$ cat src/rtl/router_pkg.sv
// Shared flit type encoding and arbiter state definitions for the readout router.
package router_pkg;

    localparam int unsigned FLIT_TYPE_MSB_OFS = 1;  // type field sits at [FLIT_W-1 : FLIT_W-2]
    localparam int unsigned FLIT_TYPE_LSB_OFS = 2;
    localparam int unsigned FLIT_MAX_W        = 64;
    localparam int unsigned FLIT_IDX_W        = 6;

    typedef enum logic [1:0] {
        FT_BODY   = 2'b00,
        FT_TAIL   = 2'b01,
        FT_HEAD   = 2'b10,
        FT_SINGLE = 2'b11
    } flit_type_e;

    typedef enum logic {
        ARB_IDLE   = 1'b0,
        ARB_LOCKED = 1'b1
    } arb_state_e;

    // Callers zero-extend their flit to FLIT_MAX_W and pass their real width.
    function automatic flit_type_e get_flit_type(input logic [FLIT_MAX_W-1:0] flit,
                                                 input int unsigned           flit_w);
        logic [FLIT_IDX_W-1:0] msb;
        logic [FLIT_IDX_W-1:0] lsb;
        msb = FLIT_IDX_W'(flit_w - FLIT_TYPE_MSB_OFS);
        lsb = FLIT_IDX_W'(flit_w - FLIT_TYPE_LSB_OFS);
        return flit_type_e'({flit[msb], flit[lsb]});
    endfunction

endpackage

$ cat src/rtl/router_flit_arb_mux_fifo.sv
// Per-channel synchronous show-ahead FIFO; one extra pointer bit separates full from empty.
module router_flit_fifo #(
    parameter int unsigned WIDTH = 32,
    parameter int unsigned DEPTH = 4
) (
    input  logic             clk,
    input  logic             rst,
    input  logic             push,
    input  logic             pop,
    input  logic [WIDTH-1:0] din,
    output logic [WIDTH-1:0] dout,
    output logic             full,
    output logic             empty
);
    localparam int unsigned AW = $clog2(DEPTH);
    localparam int unsigned PW = AW + 1;

    logic [WIDTH-1:0] mem_q [DEPTH];
    logic [WIDTH-1:0] mem_d [DEPTH];
    logic [PW-1:0]    wr_ptr_q, wr_ptr_d;
    logic [PW-1:0]    rd_ptr_q, rd_ptr_d;

    assign empty = (wr_ptr_q == rd_ptr_q);
    assign full  = (wr_ptr_q[AW-1:0] == rd_ptr_q[AW-1:0]) && (wr_ptr_q[AW] != rd_ptr_q[AW]);
    assign dout  = mem_q[rd_ptr_q[AW-1:0]];

    always_comb begin
        mem_d    = mem_q;
        wr_ptr_d = wr_ptr_q;
        rd_ptr_d = rd_ptr_q;
        if (push && !full) begin
            mem_d[wr_ptr_q[AW-1:0]] = din;
            wr_ptr_d                = wr_ptr_q + PW'(1);
        end
        if (pop && !empty) begin
            rd_ptr_d = rd_ptr_q + PW'(1);
        end
    end

    always_ff @(posedge clk) begin
        if (!rst) begin
            wr_ptr_q <= '0;
            rd_ptr_q <= '0;
        end else begin
            wr_ptr_q <= wr_ptr_d;
            rd_ptr_q <= rd_ptr_d;
        end
    end

    // Storage needs no reset: pointers alone define validity.
    always_ff @(posedge clk) begin
        mem_q <= mem_d;
    end

endmodule

$ cat src/rtl/router_flit_arb_mux.sv
// N-channel flit concentrator: per-channel FIFOs, round-robin arbiter with optional
// head-to-tail packet lock, and a registered valid/ready output stage.
module router_flit_arb_mux
    import router_pkg::*;
#(
    parameter int unsigned NUM_CH     = 4,
    parameter int unsigned FLIT_W     = 32,
    parameter int unsigned FIFO_DEPTH = 4,
    parameter int unsigned PKT_MODE   = 1
) (
    input  logic                      clk,
    input  logic                      rst,
    input  logic [NUM_CH*FLIT_W-1:0]  in_flit_i,
    input  logic [NUM_CH-1:0]         in_vld_i,
    output logic [NUM_CH-1:0]         in_rdy_o,
    output logic [FLIT_W-1:0]         out_flit_o,
    output logic                      out_vld_o,
    input  logic                      out_rdy_i,
    output logic [$clog2(NUM_CH)-1:0] src_ch_o,
    output logic                      err_o
);
    localparam int unsigned CH_W = $clog2(NUM_CH);
    localparam int unsigned RR_W = CH_W + 1;

    logic [NUM_CH-1:0] fifo_full, fifo_empty, fifo_push, fifo_pop, eligible;
    logic [FLIT_W-1:0] fifo_dout [NUM_CH];

    arb_state_e        state_q, state_d;
    logic [CH_W-1:0]   lock_ch_q, lock_ch_d;
    logic [CH_W-1:0]   rr_ptr_q, rr_ptr_d;
    logic              out_vld_q, out_vld_d;
    logic [FLIT_W-1:0] out_flit_q, out_flit_d;
    logic [CH_W-1:0]   src_ch_q, src_ch_d;
    logic              err_q, err_d;

    logic              grant_vld;
    logic [CH_W-1:0]   grant_ch;
    logic [RR_W-1:0]   rr_idx;
    flit_type_e        grant_type;
    logic              out_load;

    assign in_rdy_o  = rst ? ~fifo_full : '0;
    assign fifo_push = in_vld_i & in_rdy_o;

    for (genvar c = 0; c < NUM_CH; c++) begin : g_fifo
        router_flit_fifo #(
            .WIDTH (FLIT_W),
            .DEPTH (FIFO_DEPTH)
        ) u_fifo (
            .clk   (clk),
            .rst   (rst),
            .push  (fifo_push[c]),
            .pop   (fifo_pop[c]),
            .din   (in_flit_i[c*FLIT_W +: FLIT_W]),
            .dout  (fifo_dout[c]),
            .full  (fifo_full[c]),
            .empty (fifo_empty[c])
        );
    end

    // While locked only the owning channel may compete.
    always_comb begin
        for (int unsigned c = 0; c < NUM_CH; c++) begin
            eligible[c] = !fifo_empty[c] && (state_q == ARB_IDLE || lock_ch_q == CH_W'(c));
        end
    end

    // Round-robin search starting at rr_ptr_q, first eligible channel wins.
    always_comb begin
        grant_vld = 1'b0;
        grant_ch  = '0;
        rr_idx    = '0;
        for (int unsigned i = 0; i < NUM_CH; i++) begin
            rr_idx = RR_W'(rr_ptr_q) + RR_W'(i);
            if (rr_idx >= RR_W'(NUM_CH)) begin
                rr_idx = rr_idx - RR_W'(NUM_CH);
            end
            if (!grant_vld && eligible[rr_idx[CH_W-1:0]]) begin
                grant_vld = 1'b1;
                grant_ch  = rr_idx[CH_W-1:0];
            end
        end
        grant_type = get_flit_type(FLIT_MAX_W'(fifo_dout[grant_ch]), FLIT_W);
    end

    always_comb begin
        state_d    = state_q;
        lock_ch_d  = lock_ch_q;
        rr_ptr_d   = rr_ptr_q;
        out_vld_d  = out_vld_q;
        out_flit_d = out_flit_q;
        src_ch_d   = src_ch_q;
        err_d      = err_q;
        fifo_pop   = '0;
        out_load   = !out_vld_q || out_rdy_i;
        if (out_load) begin
            out_vld_d = grant_vld;
            if (grant_vld) begin
                fifo_pop   = NUM_CH'(1) << grant_ch;
                out_flit_d = fifo_dout[grant_ch];
                src_ch_d   = grant_ch;
                rr_ptr_d   = (grant_ch == CH_W'(NUM_CH - 1)) ? '0 : grant_ch + CH_W'(1);
                if (PKT_MODE != 0) begin
                    case (state_q)
                        ARB_IDLE: begin
                            if (grant_type == FT_HEAD) begin
                                state_d   = ARB_LOCKED;
                                lock_ch_d = grant_ch;
                            end else if (grant_type == FT_BODY || grant_type == FT_TAIL) begin
                                err_d = 1'b1;
                            end
                        end
                        ARB_LOCKED: begin
                            // A repeated head means the previous tail went missing.
                            if (grant_type == FT_TAIL) begin
                                state_d = ARB_IDLE;
                            end else if (grant_type == FT_HEAD) begin
                                err_d = 1'b1;
                            end
                        end
                        default: state_d = ARB_IDLE;
                    endcase
                end
            end
        end
    end

    always_ff @(posedge clk) begin
        if (!rst) begin
            state_q    <= ARB_IDLE;
            lock_ch_q  <= '0;
            rr_ptr_q   <= '0;
            out_vld_q  <= 1'b0;
            out_flit_q <= '0;
            src_ch_q   <= '0;
            err_q      <= 1'b0;
        end else begin
            state_q    <= state_d;
            lock_ch_q  <= lock_ch_d;
            rr_ptr_q   <= rr_ptr_d;
            out_vld_q  <= out_vld_d;
            out_flit_q <= out_flit_d;
            src_ch_q   <= src_ch_d;
            err_q      <= err_d;
        end
    end

    assign out_vld_o  = out_vld_q;
    assign out_flit_o = out_flit_q;
    assign src_ch_o   = src_ch_q;
    assign err_o      = err_q;

endmodule

$ cat config.mk
export PLATFORM = sky130hd
export DESIGN_NAME = router_flit_arb_mux
export DESIGN_NICKNAME = d
export VERILOG_FILES = /design/src/rtl/router_pkg.sv /design/src/rtl/router_flit_arb_mux_fifo.sv /design/src/rtl/router_flit_arb_mux.sv
export SDC_FILE = /design/constraint.sdc
export NUM_CORES = 1
export LEC_CHECK = 0
export BUFFER_PORTS_ARGS = -buffer_cell sky130_fd_sc_hd__buf_4
export CELL_PAD_IN_SITES_DETAIL_PLACEMENT = 1
export CELL_PAD_IN_SITES_GLOBAL_PLACEMENT = 1
export CORE_MARGIN = 4
export CORE_UTILIZATION = 30
export CTS_CLUSTER_SIZE = 8
export DETAILED_ROUTE_END_ITERATION = 12
export PLACE_DENSITY_LB_ADDON = 0.1
export SYNTH_ARGS = -nofsm -noshare
export SYNTH_HDL_FRONTEND = slang
export SYNTH_HIERARCHICAL = 1
export SYNTH_SLANG_ARGS = --single-unit
$ cat constraint.sdc
create_clock -name clk -period 10.92 [get_ports clk]
set_input_delay 2.184 -clock clk [delete_from_list [all_inputs] [get_ports clk]]
set_output_delay 2.184 -clock clk [all_outputs]
set_load 0.1 [all_outputs]
==> results.yml, run 1 <==
status:
  run_status: "complete, no violations"
placed_design:
  portBuffers: 174
  dp_hpwl_mm: 40.87
  dpl-instance-area_mm2: 0.02607
  globalplace.congestion: 0.7381
detailed_routing:
  vias: 12440
  wl_mm: 62.76
  wl_per_cell_um: 23.98
  drt_pass1_iterations: 4
  drt_iter0_markers: 595
  drc: 0
  viasPerCell: 4.752
  final_antenna_net_count: 0
layout:
  fin_nets: 1687
  drive_above_1_share_pct: 28.87
  stdcell_area_mm2: 0.02836
  area_growth_pct: 19.68
global_routing:
  grt_first_pass_wirelength_mm: 92.54
  antenna_found_initial: 3
  grt_pass1_vias: 13680
  grt_max_degree: 69
  gr-usage-all-layers_pct: 15.09
  gr-total-overflow: 0
sta:
  slew_headroom_pct: 29.18
  skew_ns: 0.01587
  period_share_pct: 51.16
  rsz0062_at_grt: "false"
  worst_slew_pin_slew_ns: 1.062
  setup_violations: 0
  hold_viol_final: 0
  tns_ns: 0
  maxSlewViolCount: 0
  max_clock_freq_mhz: 179.0
  post-route-min-period_ns: 5.586
cts:
  cts_setup_buffers: 0
  clkSlewWorstSetupHoldPaths_ns: 0.05
  max-clock-path-buffers: 3
  cts_root_buffer: "clkbuf_16"
  cts_sinks: 577
  cts_buffers: 82
  hold_buffers: 0
  htree_levels: 3
  cts_tree: "yes"
  cts_repair_resize_count: 0
  clk_latency_ns: 0.61
hold_path:
  hp-start: "out_flit_o[31]"
  whs_path_depth: 2
  hp-class: "reg2reg"
  holdPathEnd: "out_flit_o[31]"
setup_path:
  r2r_end: "g_fifo[2].u_fifo/rd_ptr_q[2]"
  cp_max_fo: 41
  path_class: "reg2reg"
  start_kind: "register"
  worstSetupEndpointType: "register"
  worstPathCellList: "buf_4 -> xor2_2 -> nor3_1 -> mux2_2 -> o221a_2 -> nand2_1 -> mux4_2 -> nand3_4 -> buf_4 -> ha_1 -> and2_1 -> nand2_1 -> or4_1 -> a31oi_1"
  r2r_start: "g_fifo[2].u_fifo/rd_ptr_q[0]"
  arrival_ns: 6.12
  critical-path-max-stage-delay_ns: 0.70
  crit_path_top_delay_cell: "nor3_1"
  worstPathRequired_ns: 11.45
  r2r_cells: 14
  r2r_slack_ns: 5.33
logic_synthesis:
  yosysUniqueCellTypes: 52
  syn_nets: 1480
  syn_area_per_cell_um2: 17.94
  synth_area_leader_cell: "edfxtp_1"
  syn_inst: 1321
  yosysMostFrequentCell: "edfxtp_1"
  ys_ff_latch: 577
  synth-edff-count: 512
  synth.top_cell.area_share_pct: 64.88
  netlist_area_mm2: 0.02370
  synth-seq-area-share_pct: 70.37
  synthFlopType: "edfxtp_1"
  synth_common_cells: "edfxtp_1 (512), mux4_2 (129), nand2_1 (128), mux2i_1 (68), dfxtp_1 (65)"
  async_flop_share_pct: 0
  yosysWarnings: 6
  synthTopCellsByArea: "edfxtp_1 (65%), mux4_2 (12%), dfxtp_1 (5.5%), mux2i_1 (2.9%), nand2_1 (2.0%)"
power_and_ir_drop:
  power-per-cell-area_mw_per_mm2: 256.2
  ir_drop_uv: 204.6
  p_leak_nw: 9.531
floorplan:
  initial_core_util_pct: 30.44
  die_h_um: 289.1
  rows: 102
  die-area_mm2: 0.08355
  die_w_um: 289.1
  core_mm2: 0.07785
  pin_count: 175
flow_run:
  drv_cap: 0
[metrics by stage]
| step | utilization, % | cells | hold slack [ns] | total power (W) | setup slack (ns) |
|---|---|---|---|---|---|
| finish | 36.43 | 2617 | 0.4733 | 0.007265 | 5.334 |
| global route | 36.43 | 2616 | 0.4989 | 0.007679 | 4.877 |
| CTS | 36.43 | 2616 | 0.4810 | 0.007434 | 5.132 |
| detailed placement | 33.48 | 2484 | 0.4719 | 0.005086 | 5.165 |
| global placement | 33.48 | 2484 | 0.4627 | 0.005057 | 5.276 |
| floorplan | - | 1321 | 0.4822 | 0.004419 | 4.927 |
[routing by layer]
layer  global-route usage (%)  up-vias  routed length, um
met5                        0        -                 23
met4                    3.701        4                872
met3                    3.139       64               2789
met2                    25.90      228              31750
met1                    19.66     6481              27320
li1                         -     5659                  -
[sequential cells by signal, summed over array words and instances (netlist names)]
register	cells
err_o	1
g_fifo.u_fifo/wr_ptr_q	12
out_flit_o	32
src_ch_o	2
rr_ptr_q	2
out_vld_o	1
state_q	1
g_fifo.u_fifo/rd_ptr_q	12
g_fifo.u_fifo/mem_q	512
lock_ch_q	2
[critical path: cells and delay by family (launching register included)]
family / cells / cell delay, ns
XOR/XNOR: 1 / 0.27
adder cells (fa/ha/maj): 1 / 0.25
buffers and inverters: 2 / 1.24
flip-flops: 1 / 0.31
multiplexers: 2 / 0.79
AO/OA/AOI/OAI: 2 / 0.42
AND/OR/NAND/NOR: 6 / 2.19
[worst max-delay path by stage]
stage	from	end	slack [ns]	cells past startpoint
finish	g_fifo[2].u_fifo/rd_ptr_q[0]	g_fifo[2].u_fifo/rd_ptr_q[2]	5.33	14
detailed placement	g_fifo[2].u_fifo/rd_ptr_q[0]	g_fifo[2].u_fifo/rd_ptr_q[2]	5.16	14
CTS	g_fifo[2].u_fifo/rd_ptr_q[0]	g_fifo[2].u_fifo/rd_ptr_q[2]	5.13	14
global placement	g_fifo[2].u_fifo/rd_ptr_q[0]	g_fifo[2].u_fifo/rd_ptr_q[2]	5.28	14
floorplan	rst	in_rdy_o[0]	4.93	2
global route	g_fifo[2].u_fifo/rd_ptr_q[0]	g_fifo[2].u_fifo/rd_ptr_q[2]	4.88	14
[logic make-up (layout without fill, tap and decap cells)]
kind of cell               after synthesis  after routing  synth area share (%)
buffers and inverters                   98            353                 2.196
and+or+nand+nor                        284            284                 6.109
AOI/OAI and AO/OA                      113            113                 3.290
xor gates and xnor gates                24             24                 1.394
muxes                                  201            201                 15.37
other                                    0              1                     0
adders and majority gates               24             24                 1.267
DFF                                    577            577                 70.37
[report_power, final]
part | total, W | switching, W | internal (W)
clock network | 0.00230 | 0.000919 | 0.00138
registers | 0.00261 | 0.0000839 | 0.00252
logic | 0.00236 | 0.00153 | 0.000830
total | 0.00727 | 0.00253 | 0.00473
[cell usage in the layout, fill, tap and decap left out, types with 33 or more instances in the layout]
master,count
buf_4,193
mux2i_1,68
edfxtp_1,512
nand3_1,39
clkbuf_16,82
a21boi_0,33
dfxtp_1,57
clkbuf_1,42
mux4_2,129
nand2_1,128
[final cells by class]
class	instances	area, um^2
Antenna cell	1	2.502
Clock buffer	124	2210
Clock inverter	8	82.58
Fill cell	7765	49490
Inverter	28	105.1
Multi-Input combinational cell	646	6524
Sequential cell	577	16690
Tap cell	1040	1301
Timing Repair Buffer	193	1449
No activity file was read; power rests on OpenSTA's default activity.
==> inputs of run 2 (changes only) <==
- clock period: 10.92 -> 4.5 ns (I/O delays scaled with it)
==> results.yml, run 2 (synthesis results as in run 1) <==
status:
  run_status: "complete, no violations"
setup_path:
  arrival_ns: 4.59
  start_kind: "register"
  crit_path_top_delay_cell: "nor3_1"
  crit_family: "simple AND/OR/NAND/NOR gates"
  worstSetupEndpointType: "register"
  path_class: "reg2reg"
  crit_buf_inv: 2
  worstPathCellList: "xor2_2 -> nor3_1 -> mux2_2 -> o221a_2 -> nand2_1 -> mux4_2 -> nand3_4 -> buf_12 -> buf_12 -> mux2i_1 -> nand2_1 -> nand3_1 -> a21boi_0"
  critical-path-max-stage-delay_ns: 0.60
  cp_max_fo: 35
  worstPathRequired_ns: 5.00
sta:
  setup_violations: 0
  slew_headroom_pct: 32.19
  worst_slew_pin_slew_ns: 1.015
  rsz0062_at_grt: "false"
  post-route-min-period_ns: 4.088
  hold_viol_final: 0
  maxSlewViolCount: 0
  period_share_pct: 90.83
  max_clock_freq_mhz: 244.6
  skew_ns: 0.02613
  tns_ns: 0
layout:
  largest-register: "g_fifo.u_fifo/mem_q"
  nFillCells: 7783
  final_common_cell: "edfxtp_1"
  fin_nets: 1708
  stdcell_area_mm2: 0.02872
  largest_reg_flops: 512
  final_cell_count_no_fill: 2652
  area_growth_pct: 21.22
  mostFrequentLayoutCells: "edfxtp_1 (512), buf_4 (210), mux4_2 (129)"
  drive_above_1_share_pct: 29.75
detailed_routing:
  wl_per_cell_um: 23.35
  wl_mm: 61.92
  final_antenna_net_count: 0
  vias: 12580
  drt_iter0_markers: 674
  drt_pass1_iterations: 4
  viasPerCell: 4.743
  drc: 0
placed_design:
  place_inst: 2505
  portBuffers: 174
  globalplace.congestion: 0.7191
  dp_hpwl_mm: 40.55
  dpl-instance-area_mm2: 0.02627
floorplan:
  pin_count: 175
  rows: 102
  die_h_um: 289.1
  initial_core_util_pct: 30.44
  die_w_um: 289.1
  core_mm2: 0.07785
  die-area_mm2: 0.08355
power_and_ir_drop:
  switching_share_pct: 34.31
  power-per-cell-area_mw_per_mm2: 620.8
  pwr-share-seq_pct: 35.5
  p_leak_nw: 9.720
  internal_power_w: 0.01171
  ir_drop_uv: 477.6
  pwr-share-comb_pct: 32.1
  power_switching_w: 0.006118
  pwr-share-clk_pct: 32.4
flow_run:
  drv_cap: 0
hold_path:
  hp-class: "reg2reg"
global_routing:
  grt_max_degree: 61
  gr-usage-all-layers_pct: 14.94
  grt_pass1_vias: 13790
  grt_first_pass_wirelength_mm: 91.92
  gr-total-overflow: 0
  antenna_found_initial: 4
cts:
  hold_buffers: 0
  clk_latency_ns: 0.62
  max-clock-path-buffers: 3
  cts_setup_buffers: 0
  cts_root_buffer: "clkbuf_16"
  cts_buffers: 82
  cts_repair_resize_count: 0
  cts_tree: "yes"
  clkSlewWorstSetupHoldPaths_ns: 0.05
  htree_levels: 3
  cts_sinks: 577
## run 2: cell types whose count changed in the layout (fill, tap and decap cells not counted), sizes merged
cell / previous run / this run
diode: 1 / 2
buf: 193 / 214
clkinv: 5 / 6
clkbuf: 124 / 139
inv: 31 / 28
## run 2: worst min-delay path, cell delays in order (launching register included)
cell and delay, ns:
dfxtp_1 0.31, nand2_1 0.05, a21boi_0 0.07
## run 2: worst paths after layout
check | from | slack [ns] | cells past startpoint | end
setup / recovery | g_fifo[2].u_fifo/wr_ptr_q[1] | 0.41 | 13 | out_flit_o[3]
hold / removal | src_ch_o[1] | 0.47 | 2 | src_ch_o[1]
setup reg to reg | g_fifo[2].u_fifo/wr_ptr_q[1] | 0.41 | 13 | out_flit_o[3]
hold reg to reg | src_ch_o[1] | 0.47 | 2 | src_ch_o[1]
## run 2: power by group through the flow
stage | registers (W) | clock network (W) | logic, W
floorplan | 0.00705 | 0 | 0.00367
global placement | 0.00642 | 0 | 0.00589
detailed placement | 0.00643 | 0 | 0.00592
CTS | 0.00633 | 0.00601 | 0.00593
global route | 0.00635 | 0.00626 | 0.00630
finish | 0.00633 | 0.00578 | 0.00572
## run 2: layer usage
layer	GRT usage (%)	vias to the layer above	part of all wire [%]
li1	-	5733	-
met4	3.578	4	1.8
met5	0	-	0.026
met3	3.210	84	4.5
met1	19.26	6513	43
met2	25.87	245	51
## run 2: cell type report
type	count	area, um^2	area share, %
Multi-Input combinational cell	646	6524	22.71
Clock inverter	6	127.6	0.4443
Sequential cell	577	16690	58.09
Timing Repair Buffer	214	1657	5.767
Inverter	28	105.1	0.3659
Antenna cell	2	5.005	0.01742
Tap cell	1040	1301	4.530
Clock buffer	139	2318	8.072
## run 2: per-stage QoR
stage / hold slack (ns) / utilization, % / total power [W] / setup WS, ns
4_1_cts: 0.4273 / 36.89 / 0.01827 / 0.3223
2_1_floorplan: 0.4822 / - / 0.01072 / 0.1094
3_5_place_dp: 0.4640 / 33.75 / 0.01235 / 0.3372
6_report: 0.4690 / 36.90 / 0.01783 / 0.4125
5_1_grt: 0.4398 / 36.89 / 0.01891 / 0.009512
3_3_place_gp: 0.4579 / 33.75 / 0.01232 / 0.4065
